--- src/rtl/uart_xcvr_if.sv ---
`default_nettype none
// ============================================================================
// uart_xcvr_if : host-side control/data bundle for uart_xcvr.  Rev 1.0
// ============================================================================
interface uart_xcvr_if #(
  parameter int DBIT   = 8,
  parameter int DVSR_W = 11
);
  logic [DVSR_W-1:0] dvsr;
  logic              loopback;
  logic              wr_en;
  logic [DBIT-1:0]   wr_data;
  logic              rd_en;
  logic [DBIT-1:0]   rd_data;
  logic              tx_full;
  logic              tx_empty;
  logic              rx_full;
  logic              rx_empty;
  logic              tx_busy;
  logic              err_clr;
  logic              frame_err;
  logic              parity_err;
  logic              overrun_err;

  modport master (
    output dvsr, loopback, wr_en, wr_data, rd_en, err_clr,
    input  rd_data, tx_full, tx_empty, rx_full, rx_empty, tx_busy,
           frame_err, parity_err, overrun_err
  );

  modport slave (
    input  dvsr, loopback, wr_en, wr_data, rd_en, err_clr,
    output rd_data, tx_full, tx_empty, rx_full, rx_empty, tx_busy,
           frame_err, parity_err, overrun_err
  );
endinterface
`default_nettype wire

--- src/rtl/uart_xcvr.sv ---
`default_nettype none
// ============================================================================
// uart_xcvr : UART transceiver (baud gen, TX/RX FIFOs, serialiser, RX
//             oversampler); parity optional via UART_PARITY_EN.  Rev 1.0
// ============================================================================
module uart_xcvr_fifo #(
  parameter int W  = 8,
  parameter int AW = 2
) (
  input  logic         clk,
  input  logic         reset,
  input  logic         wr_en,
  input  logic [W-1:0] wr_data,
  input  logic         rd_en,
  output logic [W-1:0] rd_data,
  output logic         full,
  output logic         empty
);
  localparam int DEPTH = 1 << AW;

  logic [W-1:0]  r_mem [DEPTH];
  logic [AW-1:0] r_wptr;
  logic [AW-1:0] r_rptr;
  logic [AW:0]   r_count;
  logic          w_do_wr;
  logic          w_do_rd;

  assign full    = (r_count == (AW+1)'(DEPTH));
  assign empty   = (r_count == '0);
  assign w_do_rd = rd_en && !empty;
  // a pop in the same cycle frees the slot, so a write to a full FIFO may proceed
  assign w_do_wr = wr_en && (!full || w_do_rd);
  assign rd_data = empty ? '0 : r_mem[r_rptr];

  always_ff @(posedge clk) begin
    if (reset) begin
      r_wptr  <= '0;
      r_rptr  <= '0;
      r_count <= '0;
    end else begin
      if (w_do_wr) r_wptr <= r_wptr + AW'(1);
      if (w_do_rd) r_rptr <= r_rptr + AW'(1);
      case ({w_do_wr, w_do_rd})
        2'b10:   r_count <= r_count + (AW+1)'(1);
        2'b01:   r_count <= r_count - (AW+1)'(1);
        default: r_count <= r_count;
      endcase
    end
  end

  always_ff @(posedge clk) begin
    if (w_do_wr) r_mem[r_wptr] <= wr_data;
  end
endmodule

module uart_xcvr #(
  parameter int DBIT       = 8,
  parameter int SB_TICK    = 16,
  parameter int FIFO_AW    = 2,
  parameter int DVSR_W     = 11,
  parameter int PARITY_ODD = 0
) (
  input  logic       clk,
  input  logic       reset,
  input  logic       rx,
  output logic       tx,
  uart_xcvr_if.slave bus
);
  localparam int TW = (SB_TICK > 16) ? $clog2(SB_TICK) : 4;
  localparam logic [TW-1:0] C_S7      = TW'(7);
  localparam logic [TW-1:0] C_S15     = TW'(15);
  localparam logic [TW-1:0] C_SB_LAST = TW'(SB_TICK - 1);
  localparam logic [2:0]    C_N_LAST  = 3'(DBIT - 1);

  typedef enum logic [2:0] {
    S_IDLE  = 3'd0,
    S_START = 3'd1,
    S_DATA  = 3'd2,
`ifdef UART_PARITY_EN
    S_PAR   = 3'd3,
`endif
    S_STOP  = 3'd4
  } state_t;

`ifdef UART_PARITY_EN
  localparam state_t C_AFTER_DATA = S_PAR;
  localparam logic   C_ODD        = (PARITY_ODD != 0);
`else
  localparam state_t C_AFTER_DATA = S_STOP;
`endif

  // ---------------- baud tick ----------------
  logic [DVSR_W-1:0] r_baud_cnt;
  logic [DVSR_W-1:0] r_baud_lim;
  logic              w_tick;

  assign w_tick = (r_baud_cnt == r_baud_lim);

  // the limit is re-latched only at wrap so a divisor change never truncates a period
  always_ff @(posedge clk) begin
    if (reset) begin
      r_baud_cnt <= '0;
      r_baud_lim <= bus.dvsr;
    end else if (w_tick) begin
      r_baud_cnt <= '0;
      r_baud_lim <= bus.dvsr;
    end else begin
      r_baud_cnt <= r_baud_cnt + DVSR_W'(1);
    end
  end

  // ---------------- FIFOs ----------------
  logic            w_tx_pop;
  logic [DBIT-1:0] w_tx_head;
  logic            w_tx_full;
  logic            w_tx_empty;
  logic            w_rx_full;
  logic            w_rx_empty;
  logic            r_rx_push;
  logic [DBIT-1:0] r_rx_byte;

  uart_xcvr_fifo #(.W(DBIT), .AW(FIFO_AW)) u_tx_fifo (
    .clk     (clk),
    .reset   (reset),
    .wr_en   (bus.wr_en),
    .wr_data (bus.wr_data),
    .rd_en   (w_tx_pop),
    .rd_data (w_tx_head),
    .full    (w_tx_full),
    .empty   (w_tx_empty)
  );

  uart_xcvr_fifo #(.W(DBIT), .AW(FIFO_AW)) u_rx_fifo (
    .clk     (clk),
    .reset   (reset),
    .wr_en   (r_rx_push),
    .wr_data (r_rx_byte),
    .rd_en   (bus.rd_en),
    .rd_data (bus.rd_data),
    .full    (w_rx_full),
    .empty   (w_rx_empty)
  );

  assign bus.tx_full  = w_tx_full;
  assign bus.tx_empty = w_tx_empty;
  assign bus.rx_full  = w_rx_full;
  assign bus.rx_empty = w_rx_empty;

  // ---------------- TX FSM ----------------
  state_t          r_tx_state;
  state_t          w_tx_state_n;
  logic [TW-1:0]   r_tx_s;
  logic [TW-1:0]   w_tx_s_n;
  logic [2:0]      r_tx_n;
  logic [2:0]      w_tx_n_n;
  logic [DBIT-1:0] r_tx_shift;
  logic [DBIT-1:0] w_tx_shift_n;
  logic            r_tx_line;
  logic            w_tx_line_n;
`ifdef UART_PARITY_EN
  logic            r_tx_par;
`endif

  always_ff @(posedge clk) begin
    if (reset) begin
      r_tx_state <= S_IDLE;
      r_tx_s     <= '0;
      r_tx_n     <= '0;
      r_tx_shift <= '0;
      r_tx_line  <= 1'b1;
    end else begin
      r_tx_state <= w_tx_state_n;
      r_tx_s     <= w_tx_s_n;
      r_tx_n     <= w_tx_n_n;
      r_tx_shift <= w_tx_shift_n;
      r_tx_line  <= w_tx_line_n;
    end
  end

`ifdef UART_PARITY_EN
  always_ff @(posedge clk) begin
    if (reset)         r_tx_par <= 1'b0;
    else if (w_tx_pop) r_tx_par <= (^w_tx_head) ^ C_ODD;
  end
`endif

  always_comb begin
    w_tx_state_n = r_tx_state;
    w_tx_s_n     = r_tx_s;
    w_tx_n_n     = r_tx_n;
    w_tx_shift_n = r_tx_shift;
    w_tx_line_n  = 1'b1;
    w_tx_pop     = 1'b0;
    case (r_tx_state)
      S_IDLE: begin
        if (!w_tx_empty) begin
          w_tx_pop     = 1'b1;
          w_tx_shift_n = w_tx_head;
          w_tx_s_n     = '0;
          w_tx_n_n     = '0;
          w_tx_state_n = S_START;
        end
      end
      S_START: begin
        w_tx_line_n = 1'b0;
        if (w_tick) begin
          if (r_tx_s == C_S15) begin
            w_tx_s_n     = '0;
            w_tx_state_n = S_DATA;
          end else begin
            w_tx_s_n = r_tx_s + TW'(1);
          end
        end
      end
      S_DATA: begin
        w_tx_line_n = r_tx_shift[0];
        if (w_tick) begin
          if (r_tx_s == C_S15) begin
            w_tx_s_n     = '0;
            w_tx_shift_n = r_tx_shift >> 1;
            if (r_tx_n == C_N_LAST) w_tx_state_n = C_AFTER_DATA;
            else                    w_tx_n_n     = r_tx_n + 3'd1;
          end else begin
            w_tx_s_n = r_tx_s + TW'(1);
          end
        end
      end
`ifdef UART_PARITY_EN
      S_PAR: begin
        w_tx_line_n = r_tx_par;
        if (w_tick) begin
          if (r_tx_s == C_S15) begin
            w_tx_s_n     = '0;
            w_tx_state_n = S_STOP;
          end else begin
            w_tx_s_n = r_tx_s + TW'(1);
          end
        end
      end
`endif
      S_STOP: begin
        if (w_tick) begin
          if (r_tx_s == C_SB_LAST) w_tx_state_n = S_IDLE;
          else                     w_tx_s_n     = r_tx_s + TW'(1);
        end
      end
      default: w_tx_state_n = S_IDLE;
    endcase
  end

  assign tx          = r_tx_line | bus.loopback;
  assign bus.tx_busy = (r_tx_state != S_IDLE);

  // ---------------- RX input conditioning ----------------
  logic r_rx_meta;
  logic r_rx_sync;
  logic w_rx_src;

  always_ff @(posedge clk) begin
    if (reset) begin
      r_rx_meta <= 1'b1;
      r_rx_sync <= 1'b1;
    end else begin
      r_rx_meta <= rx;
      r_rx_sync <= r_rx_meta;
    end
  end

  assign w_rx_src = bus.loopback ? r_tx_line : r_rx_sync;

  // ---------------- RX FSM ----------------
  state_t          r_rx_state;
  state_t          w_rx_state_n;
  logic [TW-1:0]   r_rx_s;
  logic [TW-1:0]   w_rx_s_n;
  logic [2:0]      r_rx_n;
  logic [2:0]      w_rx_n_n;
  logic [DBIT-1:0] r_rx_shift;
  logic [DBIT-1:0] w_rx_shift_n;
  logic            w_stop_ok;
  logic            w_stop_bad;
  logic            w_par_bad;
  logic            r_frame_err;
  logic            r_overrun_err;

  always_ff @(posedge clk) begin
    if (reset) begin
      r_rx_state    <= S_IDLE;
      r_rx_s        <= '0;
      r_rx_n        <= '0;
      r_rx_shift    <= '0;
      r_rx_push     <= 1'b0;
      r_rx_byte     <= '0;
      r_frame_err   <= 1'b0;
      r_overrun_err <= 1'b0;
    end else begin
      r_rx_state    <= w_rx_state_n;
      r_rx_s        <= w_rx_s_n;
      r_rx_n        <= w_rx_n_n;
      r_rx_shift    <= w_rx_shift_n;
      r_rx_push     <= w_stop_ok;
      if (w_stop_ok) r_rx_byte <= r_rx_shift;
      // set events override a simultaneous clear
      r_frame_err   <= w_stop_bad | (r_frame_err & ~bus.err_clr);
      r_overrun_err <= (r_rx_push & w_rx_full) | (r_overrun_err & ~bus.err_clr);
    end
  end

  always_comb begin
    w_rx_state_n = r_rx_state;
    w_rx_s_n     = r_rx_s;
    w_rx_n_n     = r_rx_n;
    w_rx_shift_n = r_rx_shift;
    w_stop_ok    = 1'b0;
    w_stop_bad   = 1'b0;
    w_par_bad    = 1'b0;
    case (r_rx_state)
      S_IDLE: begin
        if (!w_rx_src) begin
          w_rx_s_n     = '0;
          w_rx_state_n = S_START;
        end
      end
      S_START: begin
        if (w_tick) begin
          if (r_rx_s == C_S7) begin
            w_rx_s_n = '0;
            w_rx_n_n = '0;
            w_rx_state_n = w_rx_src ? S_IDLE : S_DATA;
          end else begin
            w_rx_s_n = r_rx_s + TW'(1);
          end
        end
      end
      S_DATA: begin
        if (w_tick) begin
          if (r_rx_s == C_S15) begin
            w_rx_s_n     = '0;
            w_rx_shift_n = {w_rx_src, r_rx_shift[DBIT-1:1]};
            if (r_rx_n == C_N_LAST) w_rx_state_n = C_AFTER_DATA;
            else                    w_rx_n_n     = r_rx_n + 3'd1;
          end else begin
            w_rx_s_n = r_rx_s + TW'(1);
          end
        end
      end
`ifdef UART_PARITY_EN
      S_PAR: begin
        if (w_tick) begin
          if (r_rx_s == C_S15) begin
            w_rx_s_n     = '0;
            w_par_bad    = (w_rx_src != ((^r_rx_shift) ^ C_ODD));
            w_rx_state_n = S_STOP;
          end else begin
            w_rx_s_n = r_rx_s + TW'(1);
          end
        end
      end
`endif
      S_STOP: begin
        if (w_tick) begin
          if (r_rx_s == C_S15) begin
            w_stop_ok    = w_rx_src;
            w_stop_bad   = !w_rx_src;
            w_rx_state_n = S_IDLE;
          end else begin
            w_rx_s_n = r_rx_s + TW'(1);
          end
        end
      end
      default: w_rx_state_n = S_IDLE;
    endcase
  end

`ifdef UART_PARITY_EN
  logic r_parity_err;
  always_ff @(posedge clk) begin
    if (reset) r_parity_err <= 1'b0;
    else       r_parity_err <= w_par_bad | (r_parity_err & ~bus.err_clr);
  end
  assign bus.parity_err = r_parity_err;
`else
  assign bus.parity_err = 1'b0;
`endif

  assign bus.frame_err   = r_frame_err;
  assign bus.overrun_err = r_overrun_err;
endmodule
`default_nettype wire

--- src/flat_wrapper.sv ---
// flat-port wrapper written by rule: the top's interface ports become plain ports
module uart_xcvr_flat 
#(
  parameter int DBIT       = 8,
  parameter int SB_TICK    = 16,
  parameter int FIFO_AW    = 2,
  parameter int DVSR_W     = 11,
  parameter int PARITY_ODD = 0
)
  (clk, reset, rx, tx, bus_dvsr, bus_loopback, bus_wr_en, bus_wr_data, bus_rd_en, bus_err_clr, bus_rd_data, bus_tx_full, bus_tx_empty, bus_rx_full, bus_rx_empty, bus_tx_busy, bus_frame_err, bus_parity_err, bus_overrun_err);
  uart_xcvr_if #(.DBIT(DBIT), .DVSR_W(DVSR_W)) bus_i ();
  input  logic clk;
  input  logic reset;
  input  logic rx;
  output logic tx;
  input wire logic [$bits(bus_i.dvsr)-1:0] bus_dvsr;
  input wire logic [$bits(bus_i.loopback)-1:0] bus_loopback;
  input wire logic [$bits(bus_i.wr_en)-1:0] bus_wr_en;
  input wire logic [$bits(bus_i.wr_data)-1:0] bus_wr_data;
  input wire logic [$bits(bus_i.rd_en)-1:0] bus_rd_en;
  input wire logic [$bits(bus_i.err_clr)-1:0] bus_err_clr;
  output wire logic [$bits(bus_i.rd_data)-1:0] bus_rd_data;
  output wire logic [$bits(bus_i.tx_full)-1:0] bus_tx_full;
  output wire logic [$bits(bus_i.tx_empty)-1:0] bus_tx_empty;
  output wire logic [$bits(bus_i.rx_full)-1:0] bus_rx_full;
  output wire logic [$bits(bus_i.rx_empty)-1:0] bus_rx_empty;
  output wire logic [$bits(bus_i.tx_busy)-1:0] bus_tx_busy;
  output wire logic [$bits(bus_i.frame_err)-1:0] bus_frame_err;
  output wire logic [$bits(bus_i.parity_err)-1:0] bus_parity_err;
  output wire logic [$bits(bus_i.overrun_err)-1:0] bus_overrun_err;
  assign bus_i.dvsr = bus_dvsr;
  assign bus_i.loopback = bus_loopback;
  assign bus_i.wr_en = bus_wr_en;
  assign bus_i.wr_data = bus_wr_data;
  assign bus_i.rd_en = bus_rd_en;
  assign bus_i.err_clr = bus_err_clr;
  assign bus_rd_data = bus_i.rd_data;
  assign bus_tx_full = bus_i.tx_full;
  assign bus_tx_empty = bus_i.tx_empty;
  assign bus_rx_full = bus_i.rx_full;
  assign bus_rx_empty = bus_i.rx_empty;
  assign bus_tx_busy = bus_i.tx_busy;
  assign bus_frame_err = bus_i.frame_err;
  assign bus_parity_err = bus_i.parity_err;
  assign bus_overrun_err = bus_i.overrun_err;
  uart_xcvr #(.DBIT(DBIT), .SB_TICK(SB_TICK), .FIFO_AW(FIFO_AW), .DVSR_W(DVSR_W), .PARITY_ODD(PARITY_ODD)) u_core (.clk(clk), .reset(reset), .rx(rx), .tx(tx), .bus(bus_i));
endmodule
--- config.mk ---
export PLATFORM = sky130hd
export DESIGN_NAME = uart_xcvr_flat
export DESIGN_NICKNAME = d
export VERILOG_FILES = /design/src/rtl/uart_xcvr_if.sv /design/src/rtl/uart_xcvr.sv /design/src/flat_wrapper.sv
export SDC_FILE = /design/constraint.sdc
export NUM_CORES = 1
export LEC_CHECK = 0
export BUFFER_PORTS_ARGS = -buffer_cell sky130_fd_sc_hd__clkbuf_2
export CAP_MARGIN = 25
export CORE_MARGIN = 8
export CORE_UTILIZATION = 50
export CTS_CLUSTER_SIZE = 20
export DETAILED_ROUTE_END_ITERATION = 10
export HOLD_SLACK_MARGIN = 0.03
export PLACE_DENSITY_LB_ADDON = 0.15
export SLEW_MARGIN = 20
export SYNTH_ARGS = -nofsm -noshare
export SYNTH_HDL_FRONTEND = slang
export SYNTH_SLANG_ARGS = --single-unit
--- constraint.sdc ---
create_clock -name clk -period 2 [get_ports clk]
set_input_delay 0.1 -clock clk [delete_from_list [all_inputs] [get_ports clk]]
set_output_delay 0.1 -clock clk [all_outputs]
set_load 0.005 [all_outputs]
### Word level (Yosys, flattened, before mapping)

Memories as Yosys holds them, arrays and structs flattened. A register that Yosys moved wholly into a read port is not among the register bits.
Index checks and enable logic that the tools add are counted.
W data, S select, Z words.

| cells by class | value |
|---|---|
| add/subtract/negate cells | 13 |
| eq/ne operators | 39 |
| multiplexer cells | 71 |
| bitwise logic cells | 7 |
| reduce and logical (&&, ||, !) cells | 33 |

Operator list:

| cell | number |
|---|---|
| $mux W3 | 25 |
| $mux W4 | 12 |
| $mux W8 | 4 |
| $ne A2 B1 Y1 const B | 15 |
| $pmux W3 S2 | 4 |
| $pmux W3 S4 | 2 |
| $mux W11 | 2 |
| $eq A3 B3 Y1 const B | 6 |
| $pmux W4 S4 | 1 |
| $pmux W8 S2 | 1 |
| $reduce_and A8 Y1 | 2 |
| $mux W1 | 13 |
| $add A3 B1 Y3 const B | 4 |
| $logic_not A3 Y1 | 4 |
| $ne A2 B2 Y1 const B | 6 |
| $pmux W4 S3 | 1 |
| $reduce_and A6 Y1 | 2 |
| $add A11 B1 Y11 const B | 1 |
| $eq A11 B11 Y1 | 1 |
| $mux W2 | 5 |
| $reduce_and A5 Y1 | 2 |
| $reduce_bool A2 Y1 | 5 |
| $add A2 B1 Y2 const B | 4 |
| $add A4 B1 Y4 const B | 2 |
| 19 further kinds | 39 |

| word-level totals | value |
|---|---|
| register bits | 86 |
| RAM bits | 64 |
| input bits | 26 |
| output and inout bits | 17 |
| memories kept | 2 |

Memories:

| memory | depth | width | rd ports | clocked after Yosys merged registers in | wr ports | line | source |
|---|---|---|---|---|---|---|---|
| u_core.u_rx_fifo.r_mem | 4 | 8 | 1 | 1 | 1 | uart_xcvr.sv:21 | `logic [W-1:0] r_mem [DEPTH];` |
| u_core.u_tx_fifo.r_mem | 4 | 8 | 1 | 1 | 1 | uart_xcvr.sv:21 |  |

### Depth between registers and ports, before layout

Gate-level depths: netlist of the first run.

| logic depth | value |
|---|---|
| depth in word-level cells | 8 |
| mapped depth | 9 |
| gate-level depth less buffers | 8 |

### Modules after synthesis

Synthesis of the first run repeated with hierarchy kept, for this count alone.

| unflattened totals | value |
|---|---|
| cells, all modules | 568 |
| area total of the unflattened synthesis | 6,732.7 um^2 |

Modules (own cells, without submodules):

| module | times used | cells each | area each (um^2) | seq. area each (um^2) |
|---|---|---|---|---|
| uart_xcvr_fifo | 2 | 105 | 1,706.6 | 1,141.1 |
| uart_xcvr | 1 | 358 | 3,319.4 | 1,551.5 |

### Worst setup path before layout of the first run

Ideal clock, no wire load.

| path | value |
|---|---|
| path type | register -> register |
| start point | reg u_core.r_baud_lim[3] |
| end point | reg u_core.r_baud_lim[0] (enable) |
| arrival | 1.840 ns |
| slack | -0.220 ns |
| cell stages (with the launch flop) | 7 |
| path buffers | 2 |
| cells stage by stage | edfxtp_1 xor2_1 nor4_4 nand3_1 buf_2 nand2b_1 clkbuf_1 |

| on the way | value |
|---|---|
| cells in the longest elaborated chain, start to end | 2 |

RTL lines:

| element | line | source |
|---|---|---|
| start, declared | uart_xcvr.sv:94 | `logic [DVSR_W-1:0] r_baud_lim;` |
| start signal, assigned | uart_xcvr.sv:103 | `r_baud_lim <= bus.dvsr;` |
| start signal, assigned | uart_xcvr.sv:106 | `r_baud_lim <= bus.dvsr;` |
| $eq A11 B11 Y1 | uart_xcvr.sv:97 | `assign w_tick = (r_baud_cnt == r_baud_lim);` |
| $reduce_bool A2 Y1 (no line) | n/a |  |

No other way between the ends.
A chain may end at the register's enable or synchronous reset.

### Final worst setup path of the first run

| path | value |
|---|---|
| start point | reg u_core.r_baud_lim[5] |
| end point | reg u_core.r_tx_state[1] |

| on the way | value |
|---|---|
| cells in the longest elaborated chain, start to end | 3 |
| elaborated cells on any way between the ends | 5 |
| classes of those cells | 4 x eq/ne; 1 x reduce/logical |

RTL lines:

| element | line | source |
|---|---|---|
| $eq A11 B11 Y1 * | uart_xcvr.sv:97 |  |
| $ne A2 B1 Y1 (no line) | n/a |  |
| $reduce_and A8 Y1 (no line) * | n/a |  |
| end signal, assigned | uart_xcvr.sv:172 | `r_tx_state <= w_tx_state_n;` |
| end, declared | uart_xcvr.sv:150 | `state_t r_tx_state;` |

Every way passes the cells marked *; elsewhere a longest branch is shown, timed or not.

==> impl_results.md, run 1 <==
* Setup ws final at 0.0182 ns
* GRT Util Overall at 15.4%
* Detail Placement HPWL at 8.22 mm
* H-tree Lvls at 4
* Placed cell area at 7210 um2
* Met3 wire len at 461 um
* CP Class: reg -> reg
* Worst r2r src: u_core.r_baud_lim[5]
* R2R Setup Slk at 0.02 ns
* Iteration-0 DRC Markers at 234
* CTS tree: done
* Worst-path fanout max at 3
* Synth async-reset ratio at 0%
* Crit start category: register
* Final Max Tran Viols at 0
* Commonest cells after routing, fill and taps aside: dfxtp_1 (78), nor2_1 (75), edfxtp_1 (75), buf_4 (42), clkbuf_2 (41)
* Clock sinks at 154
* Outcome: completed
* Max layer used: met4
* Met1 Wirelength at 5.51 mm
* Relative slew slack at 60.5%
* Clock Skews at 0.00631 ns
* Overflow after GRT at 0
* Vias in the first global route at 4,310
* Hold Fails Final Rpt at 0
* Worst-case clock buffer depth at 2
* Vias/cell at 5.13
* Net Count, Synth at 590
* Die width at 130 um
* Min-delay src: bus_err_clr
* Die Ht at 130 um
* GPL Wtd Cong at 0.805
* Met2 wire length at 5.92 mm
* Worst endpoint required time at 2.35 ns
* Worst-path clk slew at 0.06 ns
* WP data arrival at 2.33 ns
* DP Worst Slack at -0.0478 ns
* Register bit count reported by yosys at 154
* Worst Setup EP: u_core.r_tx_state[1]
* Reg-to-reg endpoint: u_core.r_tx_state[1]
* Design area at 8190 um2
* Drt wl/cell at 14.4 um
* Unique masters post-synth at 57
* Worst setup path startpoint: u_core.r_baud_lim[5]
* IO Pins at 43
* Post-DRT Antenna Nets at 0
* Total CTS buffers at 17
* Detailed-route wire length at 12.0 mm
* Cell Area, Synth at 6540 um2
* First-pass GRT wire length at 20.4 mm
* Starting density of the core at 51.6%
* Max VDD drop at 1.02 mV
* Setup Viol. Count Final at 0
* RSZ-0062 raised after global routing: true
* # Max-Cap Violations at 0
* Top FF cell, synth: dfxtp_1
* Achievable Freq at 505 MHz
* Leak Pwr at 3.26 nW
* Largest net degree at the start of global routing at 50
* Crit path capture type: register
* DRC Markers at 0
* Antenna Cells at 0
* Nets at 692
* Post-synth EDFFs at 75
* Layout cell share with drive strength beyond 1 at 25.2%
* Sequential area share after synthesis at 58.6%
* PwrDens at 1180 nW/um2
* Placement Rows at 41
* Port bufs at 41
* Core region area at 12,700 um2
* R2R depth at 7
* Worst hold path depth at 4
* Clk Latency, worst-skew pair at 0.41 ns
* Vias at 4,280
* Worst-Margin Slew at 0.576 ns
* Yosys warning count at 0
* Fillers at 982
* Final worst path period need at 1.98 ns
* Pre-Repair DR Iteration Count at 4
* Die Area at 17,000 um2
* Syn avg cell area at 12.0 um2
* Commonest non-fill, non-tap cell in the layout: dfxtp_1
* Min-delay worst type: in -> reg
* Initial antenna violation count at 0
* Final period util at 99.1%
* Post-synthesis cell count at 547
* Area Growth Syn to Fin at 25.3%
* Root Buffer: clkbuf_16
cells in the mapped netlist (all sizes together), types with 15 or more instances:
master,n,area (um2)
a21oi,18,90.1
ha,15,188
dfxtp,79,1580
inv,16,60.1
xor2,19,166
and2,20,125
mux4,16,360
mux2i,26,260
edfxtp,75,2250
clkbuf,21,78.8
nor2,76,285
nand2,36,135
power breakdown:
part | leakage, nW | internal [mW] | switching (mW)
registers | 1.42 | 3.59 | 0.205
logic | 1.55 | 1.25 | 1.26
clock network | 0.289 | 2.09 | 1.26
total | 3.26 | 6.94 | 2.72
through the flow:
| step | instances | power, mW | TNS (ns) | util (%) | hold slack (ns) |
|---|---|---|---|---|---|
| 2_1_floorplan | 547 | 5.31 | -0.0577 | - | 0.199 |
| 3_3_place_gp | 777 | 6.08 | 0 | 56.9 | 0.277 |
| 3_5_place_dp | 777 | 6.17 | -0.258 | 56.9 | 0.280 |
| 4_1_cts | 830 | 9.58 | -0.226 | 63.6 | 0.0553 |
| 5_1_grt | 834 | 10.2 | -3.11 | 64.6 | 0.0951 |
| 6_report | 834 | 9.66 | 0 | 64.6 | 0.0583 |
metal layers:
metal  vias to the layer above  global-route usage [%]
li1                       2153                       -
met1                      2042                    19.3
met2                        73                    25.1
met3                        12                    4.73
met4                         0                    4.52
met5                         -                       0
worst max-delay path: stages (launching register included):
cell	delay, ns
edfxtp_1	0.41
xor2_2	0.18
nor4_4	0.29
buf_4	0.17
nand4_4	0.09
a221o_1	0.32
or3_1	0.32
a21oi_1	0.14
area by class of cell:
type / instances / area, um2 / share of cell area (%)
flip-flops and latches: 154 / 3830 / 46.8
multi-input cells: 350 / 2630 / 32.1
repair buffers: 110 / 826 / 10.1
clock buffers: 18 / 429 / 5.24
well taps: 172 / 215 / 2.63
clock inverters: 14 / 198 / 2.41
inverters: 16 / 60.1 / 0.733
registers in the layout, indices dropped and copies added, names as in the netlist, 2 cells and up, named ones only:
| register | flops |
|---|---|
| u_core.r_tx_shift | 8 |
| u_core.u_rx_fifo.r_mem | 32 |
| u_core.u_rx_fifo.r_count | 3 |
| u_core.r_rx_shift | 8 |
| u_core.u_tx_fifo.r_wptr | 2 |
| u_core.u_tx_fifo.r_count | 3 |
| u_core.r_baud_lim | 11 |
| u_core.r_rx_state | 3 |
| u_core.r_tx_state | 3 |
| u_core.r_tx_s | 4 |
| u_core.r_rx_byte | 8 |
| u_core.r_rx_s | 4 |
| u_core.u_tx_fifo.r_rptr | 2 |
| u_core.r_tx_n | 3 |
| u_core.u_rx_fifo.r_rptr | 2 |
| u_core.r_baud_cnt | 11 |
| u_core.r_rx_n | 3 |
| u_core.u_rx_fifo.r_wptr | 2 |
| u_core.u_tx_fifo.r_mem | 32 |
how the worst min path moves through the flow:
stage / to / slack (ns)
5_1_grt: u_core.bus.overrun_err / 0.1
4_1_cts: u_core.bus.frame_err / 0.06
2_1_floorplan: u_core.r_baud_lim[0] / 0.20
6_report: u_core.bus.frame_err / 0.06
3_3_place_gp: u_core.r_baud_lim[1] / 0.28
3_5_place_dp: u_core.r_baud_lim[7] / 0.28
cell families (layout without fill, tap and decap cells):
family	after synthesis	after routing	synth area share (%)
buffers and inverters	43	158	2.64
flip-flops	154	154	58.6
XOR/XNOR	31	31	4.15
adder cells (fa/ha/maj)	17	17	3.48
other	1	1	0.0574
AO/OA/AOI/OAI	56	56	5.86
AND/OR/NAND/NOR	202	202	15.5
multiplexers	43	43	9.66
what timing repair did:
item	CTS	global route
hold endpoints to repair	44	0
buffers inserted	1	4
gates cloned	0	1
pin swaps	2	16
hold buffers	20	0
resized for setup	2	25
setup endpoints to repair	12	42
Power figures use the tool's default switching activity.
==> inputs of run 2 (changes only) <==
--- a/config.mk
+++ b/config.mk
@@ -7,10 +7,12 @@
 export LEC_CHECK = 0
 export BUFFER_PORTS_ARGS = -buffer_cell sky130_fd_sc_hd__clkbuf_2
 export CAP_MARGIN = 25
+export CORE_ASPECT_RATIO = 1.75
 export CORE_MARGIN = 8
 export CORE_UTILIZATION = 50
 export CTS_CLUSTER_SIZE = 20
 export DETAILED_ROUTE_END_ITERATION = 10
+export GPL_ROUTABILITY_DRIVEN = 0
 export HOLD_SLACK_MARGIN = 0.03
 export PLACE_DENSITY_LB_ADDON = 0.15
 export SLEW_MARGIN = 20
==> run 2 against run 1 <==
Effect of this change: the flow now finishes with violations (setup timing); final area increased by 1.1%; critical path type unchanged; highest routed layer unchanged; first-iteration DRC count decreased by 44%; register-to-register slack got worse by 0.13 ns; critical endpoint is now u_core.r_tx_shift[1]; die area increased by 0.85%; worst hold slack improved by 0.0032 ns; global-route usage decreased by 0.14 points; sequential power about the same; clock power decreased by 11%.
==> impl_results.md, run 2 (synthesis results as in run 1) <==
* Layout cell share with drive strength beyond 1 at 26.3% (was 25.2%)
* Worst-Margin Slew at 0.669 ns (was 0.576 ns)
* Hold Fails Final Rpt at 0 (unchanged)
* Relative slew slack at 54.1% (was 60.5%)
* Largest net degree at the start of global routing at 43 (was 50)
* Final period util at 105% (was 99.1%)
* Vias in the first global route at 4,465 (was 4,310)
* Post-DRT Antenna Nets at 0 (unchanged)
* CP Class: reg -> reg (unchanged)
* Crit path capture type: register (unchanged)
* Initial antenna violation count at 0 (unchanged)
* Switch Pwr at 2.77 mW (was 2.72 mW)
* Worst setup path startpoint: u_core.r_baud_lim[3] (was u_core.r_baud_lim[5])
* PwrDens at 1160 nW/um2 (was 1180 nW/um2)
* Tot Pwr at 9.62 mW (was 9.66 mW)
* Outcome: finished, violations left (was completed)
* Area Growth Syn to Fin at 26.7% (was 25.3%)
* Crit start category: register (unchanged)
* Worst r2r src: u_core.r_baud_lim[3] (was u_core.r_baud_lim[5])
* CTS tree: done (unchanged)
* Logic pwr share at 29.5% (was 26.0%)
* Reg-to-reg endpoint: u_core.r_tx_shift[1] (was u_core.r_tx_state[1])
* Clk Latency, worst-skew pair at 0.41 ns (about the same)
* Final worst path period need at 2.11 ns (was 1.98 ns)
* Starting density of the core at 50.8% (was 51.6%)
* # Max-Cap Violations at 0 (unchanged)
* Core region area at 12,900 um2 (was 12,700 um2)
* Clock Skews at 0.00597 ns (was 0.00631 ns)
* Worst-path clk slew at 0.06 ns (about the same)
* Overflow after GRT at 0 (unchanged)
* DP Worst Slack at -0.227 ns (was -0.0478 ns)
* Worst-path fanout max at 7 (was 3)
* Seq pwr share at 39.6% (was 39.3%)
* Max VDD drop at 0.791 mV (was 1.02 mV)
* Failing checks: setup timing
* Die Ht at 167 um (was 130 um)
* Setup ws final at -0.109 ns (was 0.0182 ns)
* Min-delay worst type: in -> reg (unchanged)
* Commonest cells after routing, fill and taps aside: dfxtp_1 (79), edfxtp_1 (75), nor2_1 (73), clkbuf_2 (41), buf_4 (36) (was dfxtp_1 (78), nor2_1 (75), edfxtp_1 (75), buf_4 (42), clkbuf_2 (41))
* Root Buffer: clkbuf_16 (unchanged)
* Leak Pwr at 3.32 nW (was 3.26 nW)
* Final Max Tran Viols at 0 (unchanged)
* Setup Viol. Count Final at 35 (was 0)
* Iteration-0 DRC Markers at 130 (was 234)
* Setup TNS at -1.28 ns (was 0 ns)
* Port bufs at 41 (unchanged)
* Total CTS buffers at 17 (unchanged)
* Vias/cell at 5.12 (was 5.13)
* IO Pins at 43 (unchanged)
* Worst endpoint required time at 2.31 ns (was 2.35 ns)
* Vias at 4,282 (was 4,280)
* Worst-case clock buffer depth at 2 (unchanged)
* Commonest non-fill, non-tap cell in the layout: dfxtp_1 (unchanged)
* Worst Setup EP: u_core.r_tx_shift[1] (was u_core.r_tx_state[1])
* Achievable Freq at 474 MHz (was 505 MHz)
* H-tree Lvls at 4 (unchanged)
* Top flop regs: u_core.u_rx_fifo.r_mem (32), u_core.u_tx_fifo.r_mem (32) (unchanged)
* Antenna Cells at 0 (unchanged)
* GRT Util Overall at 15.2% (was 15.4%)
* Pre-Repair DR Iteration Count at 4 (unchanged)
* Detail Placement HPWL at 8.76 mm (was 8.22 mm)
* Drt wl/cell at 14.9 um (was 14.4 um)
* Detailed-route wire length at 12.4 mm (was 12.0 mm)
* Nets at 696 (was 692)
* R2R Setup Slk at -0.11 ns (was 0.02 ns)
* Clock sinks at 154 (unchanged)
* Placement Rows at 55 (was 41)
* P_int at 6.85 mW (was 6.94 mW)
* RSZ-0062 raised after global routing: true (unchanged)
* DRC Markers at 0 (unchanged)
* First-pass GRT wire length at 20.5 mm (was 20.4 mm)
* WP data arrival at 2.42 ns (was 2.33 ns)
* Die width at 102 um (was 130 um)
* R2R depth at 9 (was 7)
* Sw frac at 28.8% (was 28.2%)
* Clock power frac at 30.9% (was 34.7%)
* Die Area at 17,100 um2 (was 17,000 um2)
[run 2: power groups by stage]
| stage | Clock, mW | Sequential, mW | Combinational [mW] |
|---|---|---|---|
| 4_1_cts | 3.02 | 3.79 | 2.49 |
| 6_report | 2.98 | 3.81 | 2.84 |
| 3_3_place_gp | 0 | 3.85 | 2.31 |
| 5_1_grt | 3.15 | 3.84 | 3.12 |
| 3_5_place_dp | 0 | 3.86 | 2.38 |
| 2_1_floorplan | 0 | 3.79 | 1.52 |
[run 2: metrics by stage]
step                      hold slack [ns]  instances  util, %  instance area [um2]
after global placement              0.277        777     56.4                 7260
after detailed placement            0.279        777     56.4                 7260
final                              0.0614        837     64.4                 8280
after CTS                          0.0513        834     62.8                 8090
after floorplan                     0.199        547        -                 6550
after global routing                0.108        837     64.4                 8280
[run 2: worst min-delay path by stage]
stage                startpoint                          to  cells past startpoint
finish                bus_rd_en  u_core.u_rx_fifo.r_rptr[0]                      4
global route          bus_rd_en                    register                      4
CTS                   bus_rd_en  u_core.u_rx_fifo.r_rptr[0]                      4
detailed placement  bus_dvsr[6]        u_core.r_baud_lim[6]                      1
global placement    bus_dvsr[7]        u_core.r_baud_lim[7]                      1
floorplan           bus_dvsr[0]        u_core.r_baud_lim[0]                      0
[run 2: layer usage]
layer / wire (um) / share of wire [%] / track usage (%)
met1: 4620 / 37 / 14.5
met2: 7270 / 58 / 29.8
met3: 340 / 2.7 / 3.07
met4: 202 / 1.6 / 5.91
met5: 0 / 0 / 0
[run 2: what timing repair did]
action                                  in CTS  in global routing
hold buffers                                21                  0
setup buffers                                3                  1
resized for setup                            6                 38
pin swaps                                    6                 18
endpoints found under the setup margin      28                 46
gates cloned                                 1                  2
hold endpoints to repair                    46                  0
[run 2: worst max-delay path, stage by stage (launching register included)]
cell	delay, ns
edfxtp_1	0.42
xor2_2	0.18
nor4_4	0.35
buf_4	0.19
nand4_4	0.10
buf_6	0.14
o21ai_4	0.18
buf_12	0.15
nor2_1	0.04
a311oi_1	0.24
[run 2: area by class of cell]
cell class	instances	area (um2)
repair buffers	114	920
well taps	171	214
fillers	994	4590
flip-flops and latches	154	3830
clock buffers	22	464
multi-input cells	350	2700
clock inverters	10	92.6
inverters	16	60.1
==> inputs of run 3 (changes only) <==
--- a/config.mk
+++ b/config.mk
@@ -5,10 +5,10 @@
 export SDC_FILE = /design/constraint.sdc
 export NUM_CORES = 1
 export LEC_CHECK = 0
-export BUFFER_PORTS_ARGS = -buffer_cell sky130_fd_sc_hd__clkbuf_2
+export BUFFER_PORTS_ARGS = -buffer_cell sky130_fd_sc_hd__buf_2
 export CAP_MARGIN = 25
 export CORE_ASPECT_RATIO = 1.75
-export CORE_MARGIN = 8
+export CORE_MARGIN = 2
 export CORE_UTILIZATION = 50
 export CTS_CLUSTER_SIZE = 20
 export DETAILED_ROUTE_END_ITERATION = 10
==> run 3 against run 2 <==
Effect of this change: the run still ends with setup timing left; non-clock buffer count increased by 4; fmax is 3.8% higher; final cell count is 0.48% higher; sequential cell count stayed put; count of clock-buffer cells in the layout up 2; wire length grew 0.68%; worst hold slack better by 0.010 ns; core utilization grew 0.87 points; die area fell by 18%; critical path depth fell by 1; combinational power is essentially flat; first-iteration DRC count grew 85%; critical endpoint is now u_core.r_rx_n[2].
==> impl_results.md, run 3 (synthesis results as in run 1) <==
* Outcome: finished, violations left (unchanged)
* Failing checks: setup timing (unchanged)
* First-pass GRT wire length at 21.4 mm (was 20.5 mm)
* Max VDD drop at 0.769 mV (was 0.791 mV)
* Clock power frac at 33.4% (was 30.9%)
* Worst-case clock buffer depth at 2 (unchanged)
* Starting density of the core at 50.8% (unchanged)
* Reg-to-reg endpoint: u_core.r_rx_n[2] (was u_core.r_tx_shift[1])
* Largest net degree at the start of global routing at 50 (was 43)
* CTS tree: done (unchanged)
* Area Growth Syn to Fin at 28.4% (was 26.7%)
* Port bufs at 41 (unchanged)
* Crit start category: register (unchanged)
* Met2 layer usage reported by global route at 37.6% (was 29.8%)
* Min-delay src: bus_rd_en (unchanged)
* Sw frac at 27.9% (was 28.8%)
* Final Max Tran Viols at 0 (unchanged)
* PwrDens at 1190 nW/um2 (was 1160 nW/um2)
* GRT busiest layer: met2 (unchanged)
* WP data arrival at 2.31 ns (was 2.42 ns)
* Worst-Margin Slew at 0.611 ns (was 0.669 ns)
* Worst setup path startpoint: u_core.r_baud_lim[4] (was u_core.r_baud_lim[3])
* Setup ws final at -0.0318 ns (was -0.109 ns)
* Pre-Repair DR Iteration Count at 4 (unchanged)
* Leak Pwr at 3.36 nW (was 3.32 nW)
* Commonest cells after routing, fill and taps aside: dfxtp_1 (79), edfxtp_1 (75), nor2_1 (72), buf_4 (41), buf_2 (41) (was dfxtp_1 (79), edfxtp_1 (75), nor2_1 (73), clkbuf_2 (41), buf_4 (36))
* Worst hold path depth at 4 (unchanged)
* Hold Fails Final Rpt at 0 (unchanged)
* IO Pins at 43 (unchanged)
* Clock Skews at 0.00782 ns (was 0.00597 ns)
* Worst endpoint required time at 2.28 ns (was 2.31 ns)
* CP Class: reg -> reg (unchanged)
* Clk Latency, worst-skew pair at 0.41 ns (about the same)
* R2R depth at 8 (was 9)
* DP Worst Slack at -0.170 ns (was -0.227 ns)
* Achievable Freq at 492 MHz (was 474 MHz)
* Nets at 700 (was 696)
* Logic pwr share at 28.4% (was 29.5%)
* Die Ht at 155 um (was 167 um)
* Die width at 90.4 um (was 102 um)
* Commonest non-fill, non-tap cell in the layout: dfxtp_1 (unchanged)
* Vias in the first global route at 4,577 (was 4,465)
* Antenna Cells at 0 (unchanged)
* Total CTS buffers at 17 (unchanged)
* Final period util at 102% (was 105%)
* Die Area at 14,000 um2 (was 17,100 um2)
* Seq pwr share at 38.2% (was 39.6%)
* RSZ-0062 raised after global routing: true (unchanged)
* Worst-path clk slew at 0.06 ns (about the same)
* Post-DRT Antenna Nets at 0 (unchanged)
* Top flop regs: u_core.u_rx_fifo.r_mem (32), u_core.u_tx_fifo.r_mem (32) (unchanged)
* Iteration-0 DRC Markers at 241 (was 130)
* DRC Markers at 0 (unchanged)
* Clock sinks at 154 (unchanged)
* Worst r2r src: u_core.r_baud_lim[4] (was u_core.r_baud_lim[3])
* R2R Setup Slk at -0.03 ns (was -0.11 ns)
* Detail Placement HPWL at 8.41 mm (was 8.76 mm)
* Fillers at 1,011 (was 994)
* Switch Pwr at 2.79 mW (was 2.77 mW)
* Vias/cell at 5.26 (was 5.12)
* Setup Viol. Count Final at 17 (was 35)
* Root Buffer: clkbuf_16 (unchanged)
* Drt wl/cell at 14.9 um (about the same)
* Initial antenna violation count at 0 (unchanged)
* M1 GR Usage at 18.9% (was 14.5%)
* P_int at 7.19 mW (was 6.85 mW)
* Detailed-route wire length at 12.5 mm (was 12.4 mm)
* Worst-path fanout max at 8 (was 7)
* Final worst path period need at 2.03 ns (was 2.11 ns)
* Core region area at 12,900 um2 (unchanged)
* Relative slew slack at 58.1% (was 54.1%)
* Crit path capture type: register (unchanged)
* Min-delay worst type: in -> reg (unchanged)
* Layout cell share with drive strength beyond 1 at 26.9% (was 26.3%)
* Overflow after GRT at 0 (unchanged)
* Vias at 4,423 (was 4,282)
* H-tree Lvls at 4 (unchanged)
* # Max-Cap Violations at 0 (unchanged)
* Setup TNS at -0.293 ns (was -1.28 ns)
* Grt met3 use at 4.07% (was 3.07%)
* GRT Util Overall at 19.0% (was 15.2%)
* Placement Rows at 55 (unchanged)
## run 3: cell types whose count changed in the layout (fill, tap and decap cells not counted), sizes merged
| cell | previous run | this run |
|---|---|---|
| clkbuf | 64 | 24 |
| buf | 51 | 97 |
| bufinv | 1 | 3 |
| clkinv | 3 | 1 |
| clkinvlp | 4 | 2 |
## run 3: layer usage
layer  up-vias  wire length [um]
met5         -                 0
li1       2164                 -
met3        31               325
met4         0               311
met1      2151              4490
met2        77              7400
## run 3: worst max path at each step
stage	endpoint	slack, ns	depth (start not counted)
final	u_core.r_rx_n[2]	-0.03	8
after global routing	u_core.r_rx_n[2]	-0.15	7
after CTS	u_core.r_rx_n[1]	-0.03	7
after detailed placement	u_core.r_rx_n[1]	-0.17	6
after global placement	u_core.r_rx_n[1]	-0.09	6
after floorplan	u_core.r_rx_byte[0]	-0.007	8
## run 3: power groups by stage
stage,logic (mW),clock network [mW],registers [mW]
6_report,2.83,3.33,3.81
5_1_grt,3.10,3.52,3.85
4_1_cts,2.59,3.38,3.80
3_5_place_dp,2.35,0,3.86
3_3_place_gp,2.29,0,3.85
2_1_floorplan,1.52,0,3.79
## run 3: layout make-up
type	instances	area [um2]	share of cell area [%]
Clock inverter	8	131	1.57
Tap cell	171	214	2.55
Inverter	16	60.1	0.716
Multi-Input combinational cell	350	2700	32.2
Clock buffer	24	493	5.87
Timing Repair Buffer	118	957	11.4
Sequential cell	154	3830	45.7
## run 3: through the flow
stage | instances | power, mW | hold WS [ns] | instance area, um2 | util [%]
CTS | 836 | 9.77 | 0.0601 | 8270 | 64.3
floorplan | 547 | 5.31 | 0.199 | 6550 | -
detailed placement | 775 | 6.21 | 0.278 | 7260 | 56.4
global route | 841 | 10.5 | 0.125 | 8390 | 65.2
global placement | 775 | 6.14 | 0.276 | 7260 | 56.4
finish | 841 | 9.98 | 0.0716 | 8390 | 65.2
## run 3: repair_timing
| action | CTS | global route |
|---|---|---|
| gates cloned | 1 | 0 |
| pin swaps | 16 | 18 |
| setup buffers | 7 | 5 |
| setup endpoints to repair | 37 | 55 |
| hold endpoints to repair | 46 | 0 |
| resized for setup | 27 | 23 |
| hold buffers | 21 | 0 |
## run 3: critical path, cell delays in order, from the launching register on
cell and delay [ns]:
edfxtp_1 0.41, xor2_2 0.17, nor4_4 0.29, buf_4 0.17, nand3_4 0.12, buf_4 0.16, or4_4 0.42, nand2_1 0.11
a21oi_2 0.05
